## config.mk

```make
export PLATFORM = sky130hd
export DESIGN_NAME = mips_hazard_scoreboard_flat
export DESIGN_NICKNAME = d
export VERILOG_FILES = /design/src/rtl/mips_pipe_pkg.sv /design/src/rtl/mips_hazard_scoreboard_if.sv /design/src/rtl/mips_md_sequencer.sv /design/src/rtl/mips_hazard_scoreboard.sv /design/src/flat_wrapper.sv
export SDC_FILE = /design/constraint.sdc
export NUM_CORES = 1
export LEC_CHECK = 0
export CAP_MARGIN = 5
export CELL_PAD_IN_SITES_DETAIL_PLACEMENT = 1
export CELL_PAD_IN_SITES_GLOBAL_PLACEMENT = 2
export CORE_AREA = 2 2 243 245
export CTS_CLUSTER_DIAMETER = 150
export DETAILED_ROUTE_END_ITERATION = 8
export DIE_AREA = 0 0 245 247
export DONT_BUFFER_PORTS = 1
export PLACE_DENSITY = 0.55
export SLEW_MARGIN = 0
export SYNTH_ARGS = -nofsm -noshare
export SYNTH_HDL_FRONTEND = slang
export SYNTH_SLANG_ARGS = --single-unit
```

## constraint.sdc

```tcl
create_clock -name clk -period 2.4 [get_ports clk]
set_clock_uncertainty 0.1 [all_clocks]
set_input_delay 0.48 -clock clk [delete_from_list [all_inputs] [get_ports clk]]
set_output_delay 0.48 -clock clk [all_outputs]
set_load 0.02 [all_outputs]
```

## src/rtl/mips_pipe_pkg.sv

```systemverilog
// Shared defaults and encodings for the MIPS pipeline hazard logic.
package mips_pipe_pkg;

  localparam int DATA_W_DEF  = 32;
  localparam int ADDR_W_DEF  = 5;
  localparam int MUL_LAT_DEF = 4;
  localparam int DIV_LAT_DEF = 32;

  typedef enum logic {
    MD_IDLE = 1'b0,
    MD_BUSY = 1'b1
  } md_state_e;

endpackage

```

## src/rtl/mips_hazard_scoreboard_if.sv

```systemverilog
// Decode/forwarding/commit signal bundle between the pipeline and the hazard scoreboard.
interface mips_hazard_scoreboard_if
  import mips_pipe_pkg::*;
#(
  parameter int NUM_RD  = 2,
  parameter int NUM_FWD = 3,
  parameter int DATA_W  = DATA_W_DEF,
  parameter int ADDR_W  = ADDR_W_DEF
);

  logic [NUM_RD*ADDR_W-1:0]  rd_addr;
  logic [NUM_RD-1:0]         rd_used;
  logic [NUM_RD*DATA_W-1:0]  rf_rdata;
  logic [NUM_RD*DATA_W-1:0]  hd_rdata;

  logic [NUM_FWD-1:0]        fwd_valid;
  logic [NUM_FWD-1:0]        fwd_wen;
  logic [NUM_FWD*ADDR_W-1:0] fwd_waddr;
  logic [NUM_FWD-1:0]        fwd_ready;
  logic [NUM_FWD*DATA_W-1:0] fwd_data;
  logic [NUM_FWD-1:0]        fwd_hi_we;
  logic [NUM_FWD-1:0]        fwd_lo_we;
  logic [NUM_FWD*DATA_W-1:0] fwd_hi;
  logic [NUM_FWD*DATA_W-1:0] fwd_lo;

  logic                      hilo_used;
  logic [DATA_W-1:0]         hd_hi;
  logic [DATA_W-1:0]         hd_lo;
  logic                      wb_hi_we;
  logic                      wb_lo_we;
  logic [DATA_W-1:0]         wb_hi;
  logic [DATA_W-1:0]         wb_lo;

  logic                      md_start;
  logic                      md_is_div;
  logic                      md_flush;
  logic                      md_done;
  logic                      hd_wait;
  logic [31:0]               stall_cnt;

  modport master (
    output rd_addr, rd_used, rf_rdata,
    output fwd_valid, fwd_wen, fwd_waddr, fwd_ready, fwd_data,
    output fwd_hi_we, fwd_lo_we, fwd_hi, fwd_lo,
    output hilo_used, wb_hi_we, wb_lo_we, wb_hi, wb_lo,
    output md_start, md_is_div, md_flush,
    input  hd_rdata, hd_hi, hd_lo, md_done, hd_wait, stall_cnt
  );

  modport slave (
    input  rd_addr, rd_used, rf_rdata,
    input  fwd_valid, fwd_wen, fwd_waddr, fwd_ready, fwd_data,
    input  fwd_hi_we, fwd_lo_we, fwd_hi, fwd_lo,
    input  hilo_used, wb_hi_we, wb_lo_we, wb_hi, wb_lo,
    input  md_start, md_is_div, md_flush,
    output hd_rdata, hd_hi, hd_lo, md_done, hd_wait, stall_cnt
  );

endinterface

```

## src/rtl/mips_md_sequencer.sv

```systemverilog
// Mult/div latency sequencer: counts the op's latency and pulses md_done when the EX result is valid.
module mips_md_sequencer
  import mips_pipe_pkg::*;
#(
  parameter int MUL_LAT = MUL_LAT_DEF,
  parameter int DIV_LAT = DIV_LAT_DEF
) (
  input  logic clk,
  input  logic rst,
  input  logic md_start,
  input  logic md_is_div,
  input  logic md_flush,
  output logic md_done,
  output logic md_wait
);

  localparam int MAX_LAT = (DIV_LAT > MUL_LAT) ? DIV_LAT : MUL_LAT;
  localparam int CNT_W   = $clog2(MAX_LAT) + 1;

  md_state_e        state, state_n;
  logic [CNT_W-1:0] cnt, cnt_n;
  logic [CNT_W-1:0] lat_m1;

  always_ff @(posedge clk) begin
    if (rst) begin
      state <= MD_IDLE;
      cnt   <= '0;
    end else begin
      state <= state_n;
      cnt   <= cnt_n;
    end
  end

  // The accept cycle already consumes one count, so BUSY starts at lat-2 and ends at 0.
  always_comb begin
    state_n = state;
    cnt_n   = cnt;
    md_done = 1'b0;
    lat_m1  = md_is_div ? CNT_W'(DIV_LAT - 1) : CNT_W'(MUL_LAT - 1);
    if (md_flush || rst) begin
      state_n = MD_IDLE;
      cnt_n   = '0;
    end else begin
      case (state)
        MD_IDLE: begin
          if (md_start) begin
            if (lat_m1 == '0) begin
              md_done = 1'b1;
            end else begin
              state_n = MD_BUSY;
              cnt_n   = lat_m1 - CNT_W'(1);
            end
          end
        end
        MD_BUSY: begin
          if (cnt == '0) begin
            md_done = 1'b1;
            state_n = MD_IDLE;
          end else begin
            cnt_n = cnt - CNT_W'(1);
          end
        end
        default: begin
          state_n = MD_IDLE;
          cnt_n   = '0;
        end
      endcase
    end
  end

  assign md_wait = md_start & ~md_done;

endmodule

```

## src/rtl/mips_hazard_scoreboard.sv

```systemverilog
// Decode-stage hazard unit: GPR and HI/LO forwarding, decode stall, committed HI/LO and stall counter.
module mips_hazard_scoreboard
  import mips_pipe_pkg::*;
#(
  parameter int NUM_RD  = 2,
  parameter int NUM_FWD = 3,
  parameter int DATA_W  = DATA_W_DEF,
  parameter int ADDR_W  = ADDR_W_DEF,
  parameter int MUL_LAT = MUL_LAT_DEF,
  parameter int DIV_LAT = DIV_LAT_DEF
) (
  input  logic                     clk,
  input  logic                     rst,
  mips_hazard_scoreboard_if.slave  bus
);

  logic [NUM_RD-1:0] raw_stall;
  logic [DATA_W-1:0] hi_reg, lo_reg;
  logic [31:0]       stall_cnt_q;
  logic              md_done_raw, md_wait;

  mips_md_sequencer #(
    .MUL_LAT (MUL_LAT),
    .DIV_LAT (DIV_LAT)
  ) u_seq (
    .clk       (clk),
    .rst       (rst),
    .md_start  (bus.md_start),
    .md_is_div (bus.md_is_div),
    .md_flush  (bus.md_flush),
    .md_done   (md_done_raw),
    .md_wait   (md_wait)
  );

  // Stages are scanned far-to-near so the nearest matching stage overwrites the selection.
  always_comb begin
    logic              hit;
    logic              rdy;
    logic [DATA_W-1:0] sel;
    bus.hd_rdata = '0;
    raw_stall    = '0;
    for (int i = 0; i < NUM_RD; i++) begin
      hit = 1'b0;
      rdy = 1'b1;
      sel = bus.rf_rdata[i*DATA_W +: DATA_W];
      for (int s = NUM_FWD - 1; s >= 0; s--) begin
        if (bus.fwd_valid[s] && bus.fwd_wen[s] &&
            (bus.fwd_waddr[s*ADDR_W +: ADDR_W] == bus.rd_addr[i*ADDR_W +: ADDR_W])) begin
          hit = 1'b1;
          rdy = bus.fwd_ready[s];
          sel = bus.fwd_data[s*DATA_W +: DATA_W];
        end
      end
      if (bus.rd_addr[i*ADDR_W +: ADDR_W] == '0) begin
        hit = 1'b0;
        sel = '0;
      end
      bus.hd_rdata[i*DATA_W +: DATA_W] = sel;
      raw_stall[i] = bus.rd_used[i] & hit & ~rdy;
    end
  end

  always_comb begin
    bus.hd_hi = hi_reg;
    bus.hd_lo = lo_reg;
    for (int s = NUM_FWD - 1; s >= 0; s--) begin
      if (bus.fwd_valid[s] && bus.fwd_hi_we[s]) bus.hd_hi = bus.fwd_hi[s*DATA_W +: DATA_W];
      if (bus.fwd_valid[s] && bus.fwd_lo_we[s]) bus.hd_lo = bus.fwd_lo[s*DATA_W +: DATA_W];
    end
  end

  always_ff @(posedge clk) begin
    if (rst) begin
      hi_reg <= '0;
      lo_reg <= '0;
    end else begin
      if (bus.wb_hi_we) hi_reg <= bus.wb_hi;
      if (bus.wb_lo_we) lo_reg <= bus.wb_lo;
    end
  end

  assign bus.md_done = ~rst & md_done_raw;
  assign bus.hd_wait = ~rst & ((|raw_stall) | md_wait | (bus.hilo_used & md_wait));

  always_ff @(posedge clk) begin
    if (rst) begin
      stall_cnt_q <= '0;
    end else if (bus.hd_wait && (stall_cnt_q != 32'hFFFF_FFFF)) begin
      stall_cnt_q <= stall_cnt_q + 32'd1;
    end
  end

  assign bus.stall_cnt = stall_cnt_q;

endmodule

```

## src/flat_wrapper.sv

```systemverilog
// flat-port wrapper written by rule: the top's interface ports become plain ports
module mips_hazard_scoreboard_flat import mips_pipe_pkg::*;
#(
  parameter int NUM_RD  = 2,
  parameter int NUM_FWD = 3,
  parameter int DATA_W  = DATA_W_DEF,
  parameter int ADDR_W  = ADDR_W_DEF,
  parameter int MUL_LAT = MUL_LAT_DEF,
  parameter int DIV_LAT = DIV_LAT_DEF
)
  (clk, rst, bus_rd_addr, bus_rd_used, bus_rf_rdata, bus_fwd_valid, bus_fwd_wen, bus_fwd_waddr, bus_fwd_ready, bus_fwd_data, bus_fwd_hi_we, bus_fwd_lo_we, bus_fwd_hi, bus_fwd_lo, bus_hilo_used, bus_wb_hi_we, bus_wb_lo_we, bus_wb_hi, bus_wb_lo, bus_md_start, bus_md_is_div, bus_md_flush, bus_hd_rdata, bus_hd_hi, bus_hd_lo, bus_md_done, bus_hd_wait, bus_stall_cnt);
  mips_hazard_scoreboard_if #(.NUM_RD(NUM_RD), .NUM_FWD(NUM_FWD), .DATA_W(DATA_W), .ADDR_W(ADDR_W)) bus_i ();
  input  logic clk;
  input  logic rst;
  input wire logic [$bits(bus_i.rd_addr)-1:0] bus_rd_addr;
  input wire logic [$bits(bus_i.rd_used)-1:0] bus_rd_used;
  input wire logic [$bits(bus_i.rf_rdata)-1:0] bus_rf_rdata;
  input wire logic [$bits(bus_i.fwd_valid)-1:0] bus_fwd_valid;
  input wire logic [$bits(bus_i.fwd_wen)-1:0] bus_fwd_wen;
  input wire logic [$bits(bus_i.fwd_waddr)-1:0] bus_fwd_waddr;
  input wire logic [$bits(bus_i.fwd_ready)-1:0] bus_fwd_ready;
  input wire logic [$bits(bus_i.fwd_data)-1:0] bus_fwd_data;
  input wire logic [$bits(bus_i.fwd_hi_we)-1:0] bus_fwd_hi_we;
  input wire logic [$bits(bus_i.fwd_lo_we)-1:0] bus_fwd_lo_we;
  input wire logic [$bits(bus_i.fwd_hi)-1:0] bus_fwd_hi;
  input wire logic [$bits(bus_i.fwd_lo)-1:0] bus_fwd_lo;
  input wire logic [$bits(bus_i.hilo_used)-1:0] bus_hilo_used;
  input wire logic [$bits(bus_i.wb_hi_we)-1:0] bus_wb_hi_we;
  input wire logic [$bits(bus_i.wb_lo_we)-1:0] bus_wb_lo_we;
  input wire logic [$bits(bus_i.wb_hi)-1:0] bus_wb_hi;
  input wire logic [$bits(bus_i.wb_lo)-1:0] bus_wb_lo;
  input wire logic [$bits(bus_i.md_start)-1:0] bus_md_start;
  input wire logic [$bits(bus_i.md_is_div)-1:0] bus_md_is_div;
  input wire logic [$bits(bus_i.md_flush)-1:0] bus_md_flush;
  output wire logic [$bits(bus_i.hd_rdata)-1:0] bus_hd_rdata;
  output wire logic [$bits(bus_i.hd_hi)-1:0] bus_hd_hi;
  output wire logic [$bits(bus_i.hd_lo)-1:0] bus_hd_lo;
  output wire logic [$bits(bus_i.md_done)-1:0] bus_md_done;
  output wire logic [$bits(bus_i.hd_wait)-1:0] bus_hd_wait;
  output wire logic [$bits(bus_i.stall_cnt)-1:0] bus_stall_cnt;
  assign bus_i.rd_addr = bus_rd_addr;
  assign bus_i.rd_used = bus_rd_used;
  assign bus_i.rf_rdata = bus_rf_rdata;
  assign bus_i.fwd_valid = bus_fwd_valid;
  assign bus_i.fwd_wen = bus_fwd_wen;
  assign bus_i.fwd_waddr = bus_fwd_waddr;
  assign bus_i.fwd_ready = bus_fwd_ready;
  assign bus_i.fwd_data = bus_fwd_data;
  assign bus_i.fwd_hi_we = bus_fwd_hi_we;
  assign bus_i.fwd_lo_we = bus_fwd_lo_we;
  assign bus_i.fwd_hi = bus_fwd_hi;
  assign bus_i.fwd_lo = bus_fwd_lo;
  assign bus_i.hilo_used = bus_hilo_used;
  assign bus_i.wb_hi_we = bus_wb_hi_we;
  assign bus_i.wb_lo_we = bus_wb_lo_we;
  assign bus_i.wb_hi = bus_wb_hi;
  assign bus_i.wb_lo = bus_wb_lo;
  assign bus_i.md_start = bus_md_start;
  assign bus_i.md_is_div = bus_md_is_div;
  assign bus_i.md_flush = bus_md_flush;
  assign bus_hd_rdata = bus_i.hd_rdata;
  assign bus_hd_hi = bus_i.hd_hi;
  assign bus_hd_lo = bus_i.hd_lo;
  assign bus_md_done = bus_i.md_done;
  assign bus_hd_wait = bus_i.hd_wait;
  assign bus_stall_cnt = bus_i.stall_cnt;
  mips_hazard_scoreboard #(.NUM_RD(NUM_RD), .NUM_FWD(NUM_FWD), .DATA_W(DATA_W), .ADDR_W(ADDR_W), .MUL_LAT(MUL_LAT), .DIV_LAT(DIV_LAT)) u_core (.clk(clk), .rst(rst), .bus(bus_i));
endmodule
```

==> run metrics, run 1 <==
critical path endpoint category primary output; Area growth syn-to-layout 47.5%; Min-Delay Path Class primary input to register; critical-path cell list or4b_4 -> or4_4 -> nor2_4 -> nor3_4 -> a211oi_4 -> buf_12 -> buf_12 -> inv_6; first-pass GRT wire length 64800 um; Tmin final 2.96 ns; Critical Path Most Common Cell buf_12; Yosys cell types ~50; leakage power 5.27 nW; Setup crit start kind register; I/O Buffers 0; Worst R2R End u_core.bus.stall_cnt[7]$_SDFFE_PP0P_; slew margin rel. 69.2%; Post-Synth XOR/XNOR Area 2.95%; Routed Wire Length 46100 um; vias in the first global route 10651; Crit. Startpoint u_core.u_seq.cnt[1]$_SDFFE_PP0P_; Synth area leader dfxtp_1; Layout Cell Area excl Fill ~13000 um2; H-tree levels 3; final hold slack ~0.098 ns; syn_nets 1790; Max-Cap Viols 0; IO Count 628; average size of a mapped cell 6.73 um2; clock latency on the worst-skew pair ~0.37 ns; Nets 1913; register area share after synthesis 23.2%; post-synth top area share 23.2%; Sink Count 103; final worst slack -0.559 ns; Crit-path slowest cell or4b_4; mapped cell area 8900 um2; clk root buf clkbuf_16; Synth Register Bits 103; die height 247 um; r2r setup slk -0.49 ns; outcome complete, but fails checks; DP Area 11400 um2; TritonRoute pass-1 iters 4; Hold Path Stages 1; worst slew pin tran 0.462 ns; final worst-path cycle share 123%; hold buffer count at cts 0; Cells after Synth 1322; ratio of cells with drive above 1 in the final layout 33.2%; Placer Congestion 0.853; Max Transition Viols Final 0; Max Buffers Root-to-Sink 2; Crit Reg-Reg Startpoint u_core.u_seq.cnt[1]$_SDFFE_PP0P_; Worst Path Required 1.82 ns; Crit path depth 8; setup violators final around 100; proportion of synthesized area in mux cells 16.3%; largest net degree at the start of global routing ~110; WHS Endpoint u_core.bus.stall_cnt[6]$_SDFFE_PP0P_; Synth Area in Compound Gates roughly a fifth; VDD IR max between 0.2 and 0.3 mV; core area between 50000 and 60000 um2; GRT Util Overall 13.9%; Syn. warnings 0; CTS tree done; unrepaired setup endpoints after global routing true; DR iter-0 viols 283; critical path buffer and inverter count 3; initial antenna violation count 10; Die ar. 60500 um2; dpl hpwl 35800 um; DR WL/cell 20.7 um; mean number of vias per cell 4.65; simple-gate share of the synthesized area just over 30%; Die Wd 245 um; Via Count just over 10000; Worst Hold Launch rst; Post-Synth Adder-Cell Area 0.281%; PwrDens 386 nW/um2; delay-heaviest family, CP simple AND/OR/NAND/NOR gates; grt total ovfl 0; DR DRC count 0; Initial Util between 10% and 20%; number of cells on the worst reg-to-reg path 12; largest family of logic cells by synthesized area simple AND/OR/NAND/NOR gates; Crit path arrival time between 2 and 2.5 ns; Largest stage delay, worst path 0.54 ns; Core Rows 89; critical path class register to primary output; Final ANT Viol Nets 0; crit path max fanout 2; Reg clk slew, reported paths 0.08 ns; TritonCTS buffer count 9; Final Hold Fails 0; failing checks negative setup slack; largest cells by area after synthesis dfxtp_1, mux2i_1, nor2_1, nand3_1, o21ai_0; Max Clock Freq between 300 and 400 MHz
worst max path at each step:
stage | end
floorplan | bus_hd_wait
global placement | bus_hd_rdata[43]
detailed placement | u_core.bus.stall_cnt[7]$_SDFFE_PP0P_
CTS | bus_hd_wait
global route | bus_hd_wait
finish | bus_hd_wait
per-stage QoR:
| stage | setup WS (ns) | power [mW] | cells | utilization (%) | setup TNS [ns] |
|---|---|---|---|---|---|
| floorplan | -0.375 | 2.91 | 1322 | - | -14.78 |
| global placement | -0.528 | 3.30 | 2169 | 19.6 | -34.07 |
| detailed placement | -0.475 | 3.32 | 2169 | 19.6 | -34.33 |
| CTS | -0.636 | 5.07 | 2204 | 21.0 | -35.41 |
| global route | -0.637 | 5.39 | 2230 | 22.5 | -37.85 |
| finish | -0.559 | 5.06 | 2231 | 22.5 | -30.52 |
area by class of cell:
cell class	instances	area, um2
fillers	7017	45100
multi-input cells	1091	7390
repair buffers	232	2330
flip-flops and latches	103	2070
well taps	773	967
clock buffers	10	229
clock inverters	6	86.3
inverters	8	35.0
diodes	8	20.0
placed cells by master, fill, tap and decap left out, types with 7 or more instances in the layout:
master	netlist	layout
a211oi_1	65	24
a211oi_2	0	41
a21oi_1	81	49
a21oi_2	0	32
buf_12	0	29
buf_4	0	166
buf_6	4	26
buf_8	0	7
clkbuf_16	0	12
dfxtp_1	103	98
diode_2	0	8
inv_1	8	7
mux2i_1	129	110
mux2i_2	0	14
nand2_1	143	140
nand3_1	144	143
nand4_1	11	11
nor2_1	223	153
nor2_2	0	47
nor2_4	1	24
nor2b_1	15	15
o21ai_0	135	135
o31ai_1	9	7
or2_2	9	7
or4_4	1	9
xnor2_1	14	12
xor2_1	16	13
power breakdown:
part / switching, mW / internal (mW)
combinational: 0.896 / 0.717
sequential: 0.0384 / 1.78
clock: 0.788 / 0.843
total: 1.72 / 3.34
layer usage:
| layer | global-route usage, % | wire length, um |
|---|---|---|
| met5 | 0 | 25 |
| met4 | 6.83 | 2000 |
| met3 | 5.18 | 4320 |
| met2 | 25.0 | 22800 |
| met1 | 14.2 | 16900 |
cell usage after synthesis (all sizes together):
library cell and n:
nor2 224, nand3 144, nand2 143, o21ai 140
mux2i 129, dfxtp 103, clkbuf 91, a21oi 81
a211oi 66, buf 29, xor2 16, nor2b 15
xnor2 14, mux2 12, nand4 11, or4 11
o31ai 9, or2 9, inv 8, nor3 7
nor4 7, o311ai 6, o41ai 6, and3 5
or3 5, nand2b 4, nor4b 4, and2 3
a2111oi 2, and4 2, ha 2, nand4b 2
nor3b 2, o211ai 2, a211o 1, a22oi 1
a31oi 1, and4b 1, nand4bb 1, o21bai 1
o221a 1, or4b 1
cells by family (layout without fill, tap and decap cells):
| logic type | Yosys count | count (layout) |
|---|---|---|
| AO/OA/AOI/OAI | 317 | 317 |
| XOR/XNOR | 30 | 30 |
| adder cells (fa/ha/maj) | 2 | 2 |
| buffers and inverters | 128 | 256 |
| flip-flops | 103 | 103 |
| multiplexers | 141 | 141 |
| other | 0 | 8 |
| AND/OR/NAND/NOR | 601 | 601 |
repair_timing:
item | CTS | global route
resized for setup | 51 | 175
cloned | 7 | 3
setup buffers | 14 | 25
endpoints found under the setup margin | 98 | 98
pin swaps | 87 | 92
(Power assumes the default switching activity.)
==> run 2: changes to the inputs <==
Settings changed: GPL_ROUTABILITY_DRIVEN set to 0.
==> results of run 2 <==
Same layout as run 1: the final DEF is identical, and so are final timing and power.
